<file path="src/rtl/cost_epoch_monitor.sv">
// Epoch controller on the far side of the cost accumulator.
// It gates the accumulator enable, counts samples per epoch, and clears the
// accumulator between epochs. At each epoch end it averages the accumulated
// cost and compares the average against the convergence threshold.
//
// state  | meaning
// -------+-------------------------------------------------------------
// IDLE   | no run since reset; waits for i_start
// CLEAR  | one-cycle accumulator clear, sample counter reset
// RUN    | accepting samples until 2^LOG2_SAMPLES have been taken
// SETTLE | one cycle for the accumulator register to absorb last sample
// EVAL   | average cost, bump epoch count, decide converge/limit/next
// DONE   | run finished; results held until the next i_start
module cost_epoch_monitor #(
  parameter int WIDTH        = 32,
  parameter int FRAC         = 24,
  parameter int LOG2_SAMPLES = 2,
  parameter int EPOCH_W      = 16,
  parameter int MAX_EPOCH    = 1000
) (
  input  logic               clk,
  input  logic               rst,
  input  logic               i_start,
  input  logic               i_sample_valid,
  output logic               o_sample_ready,
  input  logic [WIDTH-1:0]   i_cost,
  input  logic [WIDTH-1:0]   i_threshold,
  output logic               o_acc_en,
  output logic               o_acc_clr,
  output logic [WIDTH-1:0]   o_cost_avg,
  output logic [EPOCH_W-1:0] o_epoch_cnt,
  output logic               o_epoch_done,
  output logic               o_converged,
  output logic               o_busy
);

  // Reject parameter sets the datapath cannot represent.
  if (FRAC < 0 || FRAC >= WIDTH || LOG2_SAMPLES < 1 || LOG2_SAMPLES >= WIDTH ||
      MAX_EPOCH < 1 || MAX_EPOCH >= (1 << EPOCH_W)) begin : g_bad_param
    $error("cost_epoch_monitor: parameter out of range");
  end

  typedef enum logic [2:0] {
    S_IDLE,
    S_CLEAR,
    S_RUN,
    S_SETTLE,
    S_EVAL,
    S_DONE
  } state_t;

  localparam logic [EPOCH_W-1:0]      MAX_EPOCH_W = EPOCH_W'(MAX_EPOCH);
  localparam logic [LOG2_SAMPLES-1:0] LAST_SMP    = '1;

  state_t                  r_state;
  logic [LOG2_SAMPLES-1:0] r_smp_cnt;
  logic                    r_ready;
  logic                    r_acc_clr;
  logic                    r_epoch_done;
  logic                    r_converged;
  logic                    r_busy;
  logic [WIDTH-1:0]        r_cost_avg;
  logic [EPOCH_W-1:0]      r_epoch_cnt;

  logic                    w_acc_en;
  logic [WIDTH-1:0]        w_avg;
  logic                    w_conv;
  logic [EPOCH_W-1:0]      w_epoch_nxt;

  assign w_acc_en    = i_sample_valid & r_ready;
  // Arithmetic shift keeps the sign and rounds toward -inf.
  assign w_avg       = WIDTH'($signed(i_cost) >>> LOG2_SAMPLES);
  assign w_conv      = $signed(w_avg) <= $signed(i_threshold);
  assign w_epoch_nxt = r_epoch_cnt + 1'b1;

  // Sequencing FSM; every status output is a register updated with the state.
  always_ff @(posedge clk or posedge rst) begin
    if (rst) begin
      r_state      <= S_IDLE;
      r_smp_cnt    <= '0;
      r_ready      <= 1'b0;
      r_acc_clr    <= 1'b0;
      r_epoch_done <= 1'b0;
      r_converged  <= 1'b0;
      r_busy       <= 1'b0;
      r_cost_avg   <= '0;
      r_epoch_cnt  <= '0;
    end else begin
      r_acc_clr    <= 1'b0;
      r_epoch_done <= 1'b0;
      case (r_state)
        S_IDLE, S_DONE: begin
          if (i_start) begin
            r_state     <= S_CLEAR;
            r_epoch_cnt <= '0;
            r_converged <= 1'b0;
            r_acc_clr   <= 1'b1;
            r_busy      <= 1'b1;
          end
        end
        S_CLEAR: begin
          r_smp_cnt <= '0;
          r_ready   <= 1'b1;
          r_state   <= S_RUN;
        end
        S_RUN: begin
          if (w_acc_en) begin
            r_smp_cnt <= r_smp_cnt + 1'b1;
            if (r_smp_cnt == LAST_SMP) begin
              r_ready <= 1'b0;
              r_state <= S_SETTLE;
            end
          end
        end
        S_SETTLE: begin
          r_state <= S_EVAL;
        end
        S_EVAL: begin
          r_cost_avg   <= w_avg;
          r_epoch_cnt  <= w_epoch_nxt;
          r_epoch_done <= 1'b1;
          if (w_conv) begin
            r_converged <= 1'b1;
            r_busy      <= 1'b0;
            r_state     <= S_DONE;
          end else if (w_epoch_nxt == MAX_EPOCH_W) begin
            r_busy  <= 1'b0;
            r_state <= S_DONE;
          end else begin
            r_acc_clr <= 1'b1;
            r_state   <= S_CLEAR;
          end
        end
        default: begin
          r_state <= S_IDLE;
          r_ready <= 1'b0;
          r_busy  <= 1'b0;
        end
      endcase
    end
  end

  assign o_sample_ready = r_ready;
  assign o_acc_en       = w_acc_en;
  assign o_acc_clr      = r_acc_clr;
  assign o_cost_avg     = r_cost_avg;
  assign o_epoch_cnt    = r_epoch_cnt;
  assign o_epoch_done   = r_epoch_done;
  assign o_converged    = r_converged;
  assign o_busy         = r_busy;

endmodule
</file>
<file path="config.mk">
export PLATFORM = sky130hd
export DESIGN_NAME = cost_epoch_monitor
export DESIGN_NICKNAME = d
export VERILOG_FILES = /design/src/rtl/cost_epoch_monitor.sv
export SDC_FILE = /design/constraint.sdc
export NUM_CORES = 1
export LEC_CHECK = 0
export ABC_AREA = 1
export BUFFER_PORTS_ARGS = -buffer_cell sky130_fd_sc_hd__clkbuf_2
export CAP_MARGIN = 15
export CORE_AREA = 2 2 96 79
export CTS_BUF_LIST = sky130_fd_sc_hd__clkbuf_16
export DETAILED_ROUTE_END_ITERATION = 8
export DIE_AREA = 0 0 98 81
export PLACE_DENSITY = 0.77
export SETUP_SLACK_MARGIN = 0.5
export SLEW_MARGIN = 20
export SYNTH_ARGS = -nofsm -noshare
export SYNTH_HDL_FRONTEND = slang
export SYNTH_SLANG_ARGS = --single-unit
</file>
<file path="constraint.sdc">
create_clock -name clk -period 2.3 [get_ports clk]
set_input_delay 0.23 -clock clk [delete_from_list [all_inputs] [get_ports clk]]
set_output_delay 0.23 -clock clk [all_outputs]
set_load 0.01 [all_outputs]
</file>
Word-level counts from Yosys, hierarchy flattened
Cells that the tools add are included.
Widths: inputs -> output; s select.
{"block": "word_totals", "register_bits": 56, "inputBits": 68, "output_inout_bits": 54, "word_cells": 64}
{"block": "classes", "add_sub_neg": 2, "n_lt_le_gt_ge": 1, "n_eq_ne": 12, "mux": 25, "bitwise": 3, "reduce_logical": 12}
{"op": "$le 30x32->1", "count": 1}
{"op": "$pmux 16 s2", "count": 1}
{"op": "$add 16x1->16 const B", "count": 1}
{"op": "$eq 16x10->1 const B", "count": 1}
{"op": "$mux 16", "count": 1}
{"op": "$mux 3", "count": 5}
{"op": "$pmux 3 s5", "count": 1}
{"op": "$reduce_and 3->1", "count": 4}
{"op": "$mux 1", "count": 11}
{"op": "$ne 2x2->1 const B", "count": 4}
{"op": "$eq 3x2->1 const B", "count": 2}
{"op": "$eq 3x3->1 const B", "count": 2}
{"op": "$pmux 1 s3", "count": 2}
{"op": "$pmux 1 s2", "count": 2}
{"op": "$pmux 2 s2", "count": 1}
{"op": "$reduce_and 2->1", "count": 2}
{"op": "$reduce_bool 2->1", "count": 2}
{"op": "$reduce_or 4->1", "count": 1}
{"op": "$eq 3x1->1 const B", "count": 1}
{"op": "$logic_not 3->1", "count": 1}
{"op": "$ne 3x3->1 const B", "count": 1}
{"op": "$reduce_or 3->1", "count": 1}
{"op": "$add 2x1->2 const B", "count": 1}
{"op": "$eq 2x2->1 const B", "count": 1}
{"op": "other kinds (4)", "count": 5}

Logic depth before layout (Yosys ltp)
Gate-level depths: netlist of the first run.
{"block": "logic_depth", "depth_word": 5, "ltp_mapped": 18, "depth_no_buf": 18}

Worst setup path after synthesis of the first run
Ideal clock, no wire load.
{"block": "synth_timing", "path_type": "register to register", "startpoint": "reg r_epoch_cnt[0] (netlist: o_epoch_cnt[0])", "endpoint": "reg r_busy (netlist: o_busy)", "setup_ns": 0.119, "t_arrival_ns": 1.689, "required_ns": 2.181, "slack_ns": 0.492, "path_stages_with_launch": 14, "path_buffers": 0, "period_less_slack_ns": 1.808, "path_cell_list": "dfrtp_1 -> ha_1 -> nand2_1 -> nor2_4 -> nand2_2 -> nor2_4 -> xor2_2 -> nand2_1 -> nor2_1 -> nand3_1 -> nand4_1 -> nand2_1 -> nand2_1 -> nand2_1"}
{"block": "synth_between", "elab_chain_len": 4}
{"element": "start, declared", "line": "63", "rtl": "logic [EPOCH_W-1:0] r_epoch_cnt;"}
{"element": "start signal, assigned", "line": "120", "rtl": "r_epoch_cnt <= w_epoch_nxt;"}
{"element": "$add 16x1->16", "line": "74", "rtl": "assign w_epoch_nxt = r_epoch_cnt + 1'b1;"}
{"element": "$eq 16x10->1", "line": "126", "rtl": "end else if (w_epoch_nxt == MAX_EPOCH_W) begin"}
{"element": "$ne 3x3->1 (no source line)"}
{"element": "$reduce_and 3->1 (no source line)"}
{"element": "end signal, assigned", "line": "85", "rtl": "r_busy <= 1'b0;"}
{"element": "end signal, assigned", "line": "124", "rtl": "r_busy <= 1'b0;"}
{"element": "end signal, assigned", "line": "127", "rtl": "r_busy <= 1'b0;"}
{"element": "end, declared", "line": "61", "rtl": "logic r_busy;"}
No other way between the ends.
A chain may end at the register's enable or synchronous reset.

Final worst setup path of the first run
{"block": "layout_timing", "startpoint": "reg r_epoch_cnt[1] (netlist: o_epoch_cnt[1])", "endpoint": "reg r_busy (netlist: o_busy)"}
Same word-level chain as after synthesis.

==> results of run 1 <==
-- state kept, by name, summed over array words and instances (netlist names) --
register / flops
o_busy: 1
o_acc_clr: 1
r_state: 3
o_sample_ready: 1
o_converged: 1
o_epoch_cnt: 16
r_smp_cnt: 2
o_epoch_done: 1
o_cost_avg: 30
-- report_power, final --
| group | leakage, nW | internal, mW | total (mW) | switching (mW) |
|---|---|---|---|---|
| clock | 0.0742 | 0.409 | 0.787 | 0.378 |
| combinational | 1.83 | 0.640 | 1.62 | 0.980 |
| sequential | 0.709 | 1.34 | 1.58 | 0.236 |
| total | 2.61 | 2.39 | 3.99 | 1.59 |
-- cell families (layout without fill, tap and decap cells) --
family,after synthesis,after routing
xor gates and xnor gates,10,10
and+or+nand+nor,238,238
adders and majority gates,34,34
buffers and inverters,78,213
DFF,56,56
AOI/OAI and AO/OA,50,50
-- final timing paths --
check,from,end,slack (ps)
worst max-delay path,o_epoch_cnt[1],o_busy,390
worst min-delay path,i_cost[9],o_cost_avg[7],150
worst max register to register,o_epoch_cnt[1],o_busy,390
worst min register to register,o_cost_avg[4],o_cost_avg[4],480
max in group asynchronous,rst,o_epoch_cnt[7],1120
min in group asynchronous,rst,o_epoch_done,520
-- routing by layer --
metal | vias to the layer above | wire (um) | global-route usage [%]
met3 | 12 | 633 | 6.28
met4 | 0 | 125 | 7.22
li1 | 1723 | - | -
met2 | 117 | 4270 | 39.7
met5 | - | 0 | 0
met1 | 1550 | 3780 | 26.8
-- what timing repair did --
| item | 4_1_cts | 5_1_grt |
|---|---|---|
| hold buffers | 1 | 0 |
| setup endpoints to repair | 3 | 15 |
| setup buffers | 9 | 5 |
| resized for setup | 7 | 13 |
| endpoints found under the hold margin | 23 | 0 |
| pin swaps | 9 | 5 |
| cloned | 0 | 0 |
-- metrics by stage --
step	setup WS (ps)	cells	hold slack [ps]	util, %
3_3_place_gp	337	668	294	58.6
4_1_cts	408	686	147	62.2
3_5_place_dp	257	668	302	58.6
6_report	391	691	147	63.4
2_1_floorplan	531	466	340	-
5_1_grt	302	691	150	63.4
-- worst max-delay path, cell delays in order (launching register included) --
cell and delay, ps:
dfrtp_1 410, ha_4 180, nand2_4 60, nor2_4 170
nand2_4 100, nor2_4 110, xor2_2 140, nand2_1 80
nor2_1 120, nand3_1 120, nand4_1 150, nand2_1 70
nand2_1 60, nand2_1 40
-- final cells by class --
cell class / count / area, um2 / share of cell area (%)
timing repair buffer: 138 / 752 / 16.7
clock buffer: 5 / 125 / 2.78
tap: 90 / 113 / 2.50
multi-input combinational: 332 / 1840 / 40.7
clock inverter: 3 / 22.5 / 0.500
sequential: 56 / 1410 / 31.2
inverter: 67 / 251 / 5.58
-- cell usage in the layout (no fill, tap or decap) --
cell type	instances
o21a_1	3
nand3_1	14
a21oi_1	16
nand2_4	3
dlygate4sd3_1	1
inv_2	4
xor2_1	7
clkbuf_16	5
nand3_2	1
dfrtp_2	5
nand4_1	5
clkinv_4	1
nand2_1	171
clkbuf_2	119
ha_4	1
nor3_2	1
o22ai_1	8
nor2_2	5
nor2_4	4
inv_6	1
and2_1	1
o21ai_0	16
buf_6	3
nand2_2	2
clkinv_2	1
inv_1	63
ha_1	33
a21o_1	2
o21ai_1	3
a21oi_2	1
dfrtp_1	51
buf_4	15
a22oi_1	1
nor2_1	31
xor2_2	3
==> flow_metrics.env, run 1 <==
export IMPL_outcome="finished clean"
export IMPL_grt_first_pass_wirelength_mm=14.4
export IMPL_fin_crit_ps=1910
export IMPL_tightest_slew_ps=549
export IMPL_layout_nets=702
export IMPL_synthTopCellsByCount="172 x nand2_1, 64 x inv_1, 56 x dfrtp_1"
export IMPL_grt_usage_pct=22.4
export IMPL_ys_seq_area_share_pct=40.3
export IMPL_io_pin_count=122
export IMPL_antenna_cells=0
export IMPL_syn_to_final_growth_pct=29.8
export IMPL_synthAdderAreaFrac_pct=12.2
export IMPL_hold_depth=3
export IMPL_skew_ps=7.00
export IMPL_fp_dieArea_mm2=0.00794
export IMPL_fmax_mhz=524
export IMPL_synth_most_common_cell="nand2_1"
export IMPL_cp_data_arrival_time_ps=2090
export IMPL_wire_per_inst_um=12.7
export IMPL_pwr_density_cell_mw_per_mm2=885
export IMPL_synth_top_family_by_area="simple AND/OR/NAND/NOR gates"
export IMPL_std_cell_rows=28
export IMPL_h_tree_depth=2
export IMPL_dieHeight_um=81
export IMPL_synth_edf_count=0
export IMPL_clock_latency_ps=290
export IMPL_period_share_pct=83.0
export IMPL_drv_cap=0
export IMPL_drt_total_wl_mm=8.81
export IMPL_rsz0062_at_grt="yes"
export IMPL_synth_ff_type="dfrtp_1"
export IMPL_hpwlAfterDp_mm=6.72
export IMPL_die_x_um=98
export IMPL_ff2ff_path_depth=13
export IMPL_synth_nets=568
export IMPL_overflow=0
export IMPL_worst_hold_path_type="input pin to flop"
export IMPL_peakVddDrop_mv=0.464
export IMPL_path_clk_slew_ps=80
export IMPL_finalHoldViolations=0
export IMPL_drt_iter0_drc=158
export IMPL_fin_area_mm2=0.00451
export IMPL_synthMuxAreaShare_pct=0
export IMPL_yosysWarnings=0
export IMPL_start_kind="flop"
export IMPL_setup_viol=0
export IMPL_vias=3402
export IMPL_drv_slew=0
export IMPL_synthCells=466
export IMPL_ys_ff_latch=56
export IMPL_netlist_top_cells_area="dfrtp_1 40%, nand2_1 19%, ha_1 12%"
export IMPL_synth_cell_types=25
export IMPL_drt_vias_per_instance=4.92
export IMPL_synth_compound_gate_area_share_pct=7.93
export IMPL_syn_area_per_cell_um2=7.45
export IMPL_firstDrtPassIters=4
export IMPL_fp_coreArea_mm2=0.00711
export IMPL_synthArstFlopShare_pct=100
export IMPL_ant_nets=0
export IMPL_clock_path_buffers=2
export IMPL_yosysTopAreaCell="dfrtp_1"
export IMPL_required_ps=2480
export IMPL_finalWeightedCongestion=0.960
export IMPL_cp_max_fo=4
export IMPL_crit_type="flop to flop"
export IMPL_root_buffer="clkbuf_16"
export IMPL_n_fill_cell=639
export IMPL_grt_antenna_before_repair=0
export IMPL_p_leak_nw=2.61
export IMPL_power_mw=3.99
export IMPL_setup_tns_ps=0
export IMPL_grt_pass1_vias=3306
export IMPL_cts_tree="done"
export IMPL_synth_top_area_share_pct=40.3
export IMPL_drc=0
export IMPL_synth_simple_gate_area_share_pct=28.1
export IMPL_max_slew_margin_rel_pct=63.3
export IMPL_io_buffers=119
export IMPL_endpoint_kind="flop"
export IMPL_yosys_area_share_xor_xnor_pct=2.74
export IMPL_start_util_pct=48.8
export IMPL_syn_cell_area_mm2=0.00347
export IMPL_cts_sinks=56
export IMPL_drive_gt1_share_pct=29.1
export IMPL_grt_max_degree=50
export IMPL_numCtsBuffers=5
export IMPL_placedInstanceArea_mm2=0.00416
No activity file was read; power rests on OpenSTA's default activity.
==> run 2, diff against run 1 <==
--- a/config.mk
+++ b/config.mk
@@ -5,14 +5,14 @@
 export SDC_FILE = /design/constraint.sdc
 export NUM_CORES = 1
 export LEC_CHECK = 0
-export ABC_AREA = 1
+export ABC_AREA = 0
 export BUFFER_PORTS_ARGS = -buffer_cell sky130_fd_sc_hd__clkbuf_2
 export CAP_MARGIN = 15
-export CORE_AREA = 2 2 96 79
+export CORE_AREA = 2 2 101 84
 export CTS_BUF_LIST = sky130_fd_sc_hd__clkbuf_16
 export DETAILED_ROUTE_END_ITERATION = 8
-export DIE_AREA = 0 0 98 81
-export PLACE_DENSITY = 0.77
+export DIE_AREA = 0 0 103 86
+export PLACE_DENSITY = 0.73
 export SETUP_SLACK_MARGIN = 0.5
 export SLEW_MARGIN = 20
 export SYNTH_ARGS = -nofsm -noshare
==> constraint.sdc (replaced) <==
create_clock -name clk -period 1.7 [get_ports clk]
set_input_delay 0.17 -clock clk [delete_from_list [all_inputs] [get_ports clk]]
set_output_delay 0.17 -clock clk [all_outputs]
set_load 0.01 [all_outputs]
==> run 2 against run 1 <==
Compared with the run above:
- the flow now finishes with violations (setup timing)
- clock power up 33%
- non-clock buffer count grew 70
- cell area grew 34%
- largest power group unchanged
- total power increased by 74%
- largest cell class unchanged
- synthesized cell count down 7.9%
- wire length grew 42%
- global-route usage rose by 2.7 points
==> flow_metrics.env, run 2 <==
export IMPL_outcome="finished, violations left"
export IMPL_violations="setup timing"
export IMPL_stdcell_count=735
export IMPL_drv_cap=0
export IMPL_antenna_cells=0
export IMPL_synth_nets=531
export IMPL_synth_ff_type="dfrtp_1"
export IMPL_path_common_cell="buf_4"
export IMPL_pwr_share_seq_pct=33.0
export IMPL_crit_chain="ha_4, nand3_4, buf_4, buf_4, nor3_4, buf_4, nand4_1, nand3_1, and4bb_1, nor2_1, a21o_1"
export IMPL_drt_iter0_drc=143
export IMPL_fin_area_mm2=0.00605
export IMPL_cp_slowest_stage_delay_ps=390
export IMPL_h_tree_depth=2
export IMPL_placedInstanceArea_mm2=0.00490
export IMPL_grt_max_degree=36
export IMPL_fp_coreArea_mm2=0.00776
export IMPL_grt_pass1_vias=3775
export IMPL_finalWorstSetupSlack_ps=-333
export IMPL_wire_per_inst_um=17.0
export IMPL_cp_max_fo=4
export IMPL_hold_end="o_cost_avg[21]"
export IMPL_yosysTopAreaCell="dfrtp_1"
export IMPL_required_ps=1890
export IMPL_io_pin_count=122
export IMPL_dieHeight_um=86
export IMPL_cts_tree="done"
export IMPL_synthTopCellsByCount="113 x nand2_1, 56 x dfrtp_1, 39 x inv_1"
export IMPL_period_share_pct=120
export IMPL_hold_worst_slack_ps=71.9
export IMPL_synth_most_common_cell="nand2_1"
export IMPL_synth_top_area_share_pct=39.8
export IMPL_cp_top_family="simple AND/OR/NAND/NOR gates"
export IMPL_finalWeightedCongestion=0.877
export IMPL_finalHoldViolations=0
export IMPL_pwr_density_cell_mw_per_mm2=1150
export IMPL_p_int_mw=4.06
export IMPL_vias=3966
export IMPL_overflow=0
export IMPL_synth_cell_types=49
export IMPL_hold_start="i_cost[23]"
export IMPL_placed_cells=691
export IMPL_synthArstFlopShare_pct=100
export IMPL_skew_ps=6.91
export IMPL_hpwlAfterDp_mm=7.68
export IMPL_drc=0
export IMPL_synthCells=429
export IMPL_tightest_slew_ps=517
export IMPL_start_util_pct=45.3
export IMPL_root_buffer="clkbuf_16"
export IMPL_fp_dieArea_mm2=0.00886
export IMPL_drive_gt1_share_pct=55.8
export IMPL_clock_latency_ps=290
export IMPL_p_leak_nw=3.02
export IMPL_layout_cells_most_common="clkbuf_2"
export IMPL_crit_type="flop to flop"
export IMPL_power_mw=6.94
export IMPL_cp_data_arrival_time_ps=2220
export IMPL_yosysWarnings=0
export IMPL_drt_vias_per_instance=5.40
export IMPL_ff2ff_path_depth=11
export IMPL_cts_sinks=56
export IMPL_syn_cell_area_mm2=0.00352
export IMPL_std_cell_rows=29
export IMPL_swShare_pct=41.5
export IMPL_synth_edf_count=0
export IMPL_drt_total_wl_mm=12.5
export IMPL_numCtsBuffers=5
export IMPL_grt_usage_pct=25.1
export IMPL_hold_depth=3
export IMPL_ys_ff_latch=56
export IMPL_endpoint_kind="flop"
export IMPL_max_slew_margin_rel_pct=65.4
export IMPL_drv_slew=0
export IMPL_rsz0062_at_grt="yes"
export IMPL_syn_to_final_growth_pct=71.9
export IMPL_reg2reg_to="o_acc_clr"
export IMPL_final_cell_mix="109 x clkbuf_2, 73 x nand2_1, 56 x buf_4"
export IMPL_clock_path_buffers=2
export IMPL_fmax_mhz=492
export IMPL_slowest_stage="dfrtp_2"
export IMPL_firstDrtPassIters=5
export IMPL_fin_crit_ps=2030
export IMPL_post_place_ws_ps=-327
export IMPL_grt_antenna_before_repair=0
export IMPL_pwr_share_comb_pct=51.8
export IMPL_ys_seq_area_share_pct=39.8
export IMPL_p_switching_mw=2.88
export IMPL_ant_nets=0
export IMPL_io_buffers=119
export IMPL_reg2reg_from="o_epoch_cnt[0]"
export IMPL_critPathBufInv=3
export IMPL_peakVddDrop_mv=0.897
export IMPL_r2r_slack_ps=-330
export IMPL_largest_register_ffs=30
export IMPL_die_x_um=103
export IMPL_setup_viol=3
export IMPL_grt_first_pass_wirelength_mm=17.6
export IMPL_netlist_top_cells_area="dfrtp_1 40%, ha_1 12%, nand2_1 12%"
export IMPL_layout_nets=728
export IMPL_syn_area_per_cell_um2=8.20
export IMPL_path_clk_slew_ps=70
export IMPL_start_kind="flop"
export IMPL_worst_hold_path_type="input pin to flop"
export IMPL_clockPowerShare_pct=15.1
==> run 2: cell types whose count changed after synthesis, moves of 7 or more <==
cell     change
inv_1       -25
nand2_1     -59
nand4_1      +7
nor2_1      -17
o21ai_0     +19
xor2_1       -8
==> run 2: worst max-delay path by stage <==
stage	from	endpoint	slack [ps]	depth (start not counted)
after floorplan	o_epoch_cnt[1]	o_busy	-230	8
after global placement	i_threshold[1]	r_state[2]	-290	10
after detailed placement	i_threshold[1]	r_state[2]	-330	10
after CTS	o_epoch_cnt[1]	o_busy	-250	8
after global routing	o_epoch_cnt[0]	o_acc_clr	-420	11
final	o_epoch_cnt[0]	o_acc_clr	-330	11
==> run 2: layout make-up <==
cell class / count / area [um2]
inverter: 40 / 191
clock inverter: 3 / 21.3
clock buffer: 5 / 125
timing repair inverter: 2 / 27.5
fill: 525 / 1720
sequential: 56 / 1410
timing repair buffer: 208 / 1530
tap: 108 / 135
multi-input combinational: 313 / 2610
==> run 2: routing by layer <==
metal  vias up  share of wire [%]  global-route usage [%]
met5         -                  0                       0
met4         0                1.5                    6.82
met3        16                7.0                    6.19
met2       156                 51                    42.0
met1      1920                 41                    32.5
li1       1874                  -                       -
==> run 2: power groups by stage <==
| stage | Clock, mW | Sequential [mW] | Combinational [mW] |
|---|---|---|---|
| finish | 1.05 | 2.29 | 3.60 |
| global route | 1.13 | 2.33 | 3.91 |
| CTS | 1.07 | 2.14 | 2.83 |
| detailed placement | 0 | 2.15 | 2.52 |
| global placement | 0 | 2.14 | 2.43 |
| floorplan | 0 | 2.32 | 1.44 |
==> run 2: repair_timing <==
action,4_1_cts,5_1_grt
hold buffers,1,0
gates cloned,1,4
endpoints found under the hold margin,21,0
setup endpoints to repair,56,64
resized for setup,70,121
pin swaps,30,90
setup buffers,19,11
==> run 2: cell families after synthesis <==
logic type | Yosys count | synth area share, %
buf+inv | 60 | 6.97
simple gates | 182 | 23.8
xor+xnor | 4 | 0.996
compound gates | 91 | 15.8
flops | 56 | 39.8
mux | 2 | 0.569
fa+ha+maj | 34 | 12.1
==> run 2: per-stage QoR <==
stage                     util [%]  TNS, ps
after global placement        63.1    -1120
after CTS                     70.4     -624
final                         77.9     -879
after floorplan                  -     -555
after global routing          77.9    -1240
after detailed placement      63.1    -1300
==> run 2: worst reg2reg max path: stages (launching register included) <==
cell and delay, ps:
dfrtp_2 390, ha_4 150, nand3_4 80, buf_4 140, buf_4 130, nor3_4 190, buf_4 150, nand4_1 90
nand3_1 120, and4bb_1 250, nor2_1 70, a21o_1 170
==> run 3, diff against run 2 <==
--- a/config.mk
+++ b/config.mk
@@ -8,11 +8,11 @@
 export ABC_AREA = 0
 export BUFFER_PORTS_ARGS = -buffer_cell sky130_fd_sc_hd__clkbuf_2
 export CAP_MARGIN = 15
-export CORE_AREA = 2 2 101 84
+export CORE_AREA = 2 2 102 85
 export CTS_BUF_LIST = sky130_fd_sc_hd__clkbuf_16
 export DETAILED_ROUTE_END_ITERATION = 8
-export DIE_AREA = 0 0 103 86
-export PLACE_DENSITY = 0.73
+export DIE_AREA = 0 0 104 87
+export PLACE_DENSITY = 0.71
 export SETUP_SLACK_MARGIN = 0.5
 export SLEW_MARGIN = 20
 export SYNTH_ARGS = -nofsm -noshare
==> run 3 against run 2 <==
Compared with the run above:
- the run still ends with setup timing left
- count of clock-buffer cells in the layout unchanged
- die area increased by 2.1%
- via count decreased by 1.4%
- clock skew increased by 0.64 ps
- total power increased by 3.7%
- cell area decreased by 0.70%
- non-clock buffer count decreased by 9
- wire length decreased by 4.2%
- clock power increased by 17%
- combinational power increased by 1%
- critical path type unchanged
- largest cell class unchanged
- largest power group unchanged
- highest routed layer unchanged
==> flow_metrics.env, run 3 (synthesis results as in run 2) <==
export IMPL_grt_antenna_before_repair=0
export IMPL_io_pin_count=122
export IMPL_reg2reg_to="o_busy"
export IMPL_dieHeight_um=87
export IMPL_outcome="finished, violations left"
export IMPL_ant_nets=0
export IMPL_rsz0062_at_grt="yes"
export IMPL_register_area_mm2=0.00141
export IMPL_crit_end="o_busy"
export IMPL_overflow=0
export IMPL_h_tree_depth=2
export IMPL_start_util_pct=43.4
export IMPL_stdcell_count=731
export IMPL_largest_register_ffs=30
export IMPL_pwr_density_cell_mw_per_mm2=1200
export IMPL_layout_cells_most_common="clkbuf_2"
export IMPL_wire_per_inst_um=16.4
export IMPL_multiInputGateArea_mm2=0.00257
export IMPL_fp_dieArea_mm2=0.00905
export IMPL_numCtsBuffers=5
export IMPL_tightest_slew_ps=648
export IMPL_hpwlAfterDp_mm=7.43
export IMPL_layout_nets=720
export IMPL_hold_worst_slack_ps=76.2
export IMPL_grt_max_degree=26
export IMPL_grt_first_pass_wirelength_mm=18.5
export IMPL_die_x_um=104
export IMPL_drv_slew=0
export IMPL_period_share_pct=119
export IMPL_io_buffers=119
export IMPL_fin_crit_ps=2030
export IMPL_cts_sinks=56
export IMPL_root_buffer="clkbuf_16"
export IMPL_finalHoldViolations=0
export IMPL_start_kind="flop"
export IMPL_clock_latency_ps=300
export IMPL_vias=3911
export IMPL_placed_cells=693
export IMPL_final_core_util_pct=74.1
export IMPL_setup_viol=3
export IMPL_finalWeightedCongestion=0.835
export IMPL_ff2ff_path_depth=8
export IMPL_drive_gt1_share_pct=55.3
export IMPL_syn_to_final_growth_pct=70.7
export IMPL_drv_cap=0
export IMPL_peakVddDrop_mv=0.818
export IMPL_required_ps=1900
export IMPL_antenna_cells=0
export IMPL_grt_usage_pct=25.7
export IMPL_skew_ps=7.55
export IMPL_p_leak_nw=2.95
export IMPL_hold_start="i_cost[16]"
export IMPL_final_cell_mix="105 x clkbuf_2, 66 x nand2_1, 57 x buf_4"
export IMPL_fin_area_mm2=0.00600
export IMPL_cp_data_arrival_time_ps=2230
export IMPL_reg2reg_from="o_epoch_cnt[0]"
export IMPL_finalWorstSetupSlack_ps=-330
export IMPL_n_fill_cell=606
export IMPL_cp_max_fo=5
export IMPL_r2r_slack_ps=-330
export IMPL_clock_path_buffers=2
export IMPL_drt_total_wl_mm=12.0
export IMPL_drt_iter0_drc=186
export IMPL_violations="setup timing"
export IMPL_post_place_ws_ps=-351
export IMPL_std_cell_rows=30
export IMPL_fmax_mhz=493
export IMPL_placedInstanceArea_mm2=0.00488
export IMPL_worst_hold_path_type="input pin to flop"
export IMPL_cts_tree="done"
export IMPL_max_slew_margin_rel_pct=56.6
export IMPL_drc=0
export IMPL_firstDrtPassIters=4
export IMPL_crit_type="flop to flop"
export IMPL_fp_coreArea_mm2=0.00811
export IMPL_drt_vias_per_instance=5.35
export IMPL_grt_pass1_vias=3817
export IMPL_path_clk_slew_ps=80
export IMPL_endpoint_kind="flop"
export IMPL_crit_start="o_epoch_cnt[0]"
==> run 3: changes by cell type in the layout (fill, tap and decap cells not counted), moves of 4 or more <==
cell	delta
a21oi_1	+6
nand2_4	+4
clkbuf_2	-4
nand2_1	-7
o21ai_0	+10
o21ai_1	-7
buf_6	-8
buf_16	+7
==> run 3: layer usage <==
layer | routed length, um | vias to the layer above | track usage (%)
met5 | 0 | - | 0
met4 | 229 | 0 | 7.62
met3 | 927 | 20 | 5.98
met2 | 5950 | 162 | 45.1
met1 | 4890 | 1866 | 32.0
li1 | - | 1863 | -
==> run 3: final cells by class <==
class,count,share of cell area [%]
Timing Repair Buffer,199,24.8
Clock inverter,3,0.792
Sequential cell,56,23.5
Multi-Input combinational cell,313,42.8
Clock buffer,5,2.08
Inverter,40,3.19
Timing Repair inverter,3,0.500
Tap cell,112,2.33
==> run 3: worst max-delay path: stages (launching register included) <==
cell and delay (ps):
dfrtp_2 400, ha_4 150, nand3_4 100, or4b_1 470, mux2i_1 140, a32o_2 160
and4bb_2 290, nor3_1 60, a21o_1 170
==> run 3: stage by stage <==
step	power, mW	TNS, ps
floorplan	3.76	-555
global placement	4.55	-1180
detailed placement	4.64	-1280
CTS	6.65	-696
global route	7.61	-1140
finish	7.20	-888
==> run 3: what timing repair did <==
action                                 CTS  global route
pin swaps                               77            30
setup buffers                           10            10
setup endpoints to repair               54            97
hold buffers                             1             0
resized for setup                       87            86
cloned                                   7             2
endpoints found under the hold margin   23             0
==> run 3: worst min path at each step <==
| stage | end | slack [ps] | cells after the start |
|---|---|---|---|
| floorplan | o_acc_clr | 250 | 1 |
| global route | o_cost_avg[14] | 90 | 3 |
| CTS | o_cost_avg[22] | 90 | 3 |
| detailed placement | o_cost_avg[23] | 250 | 2 |
| global placement | o_cost_avg[23] | 240 | 2 |
| finish | o_cost_avg[14] | 80 | 3 |
==> run 3: where the power goes <==
part           switching (mW)  internal [mW]
Combinational            1.89           1.76
Clock                   0.529          0.702
Sequential              0.501           1.82
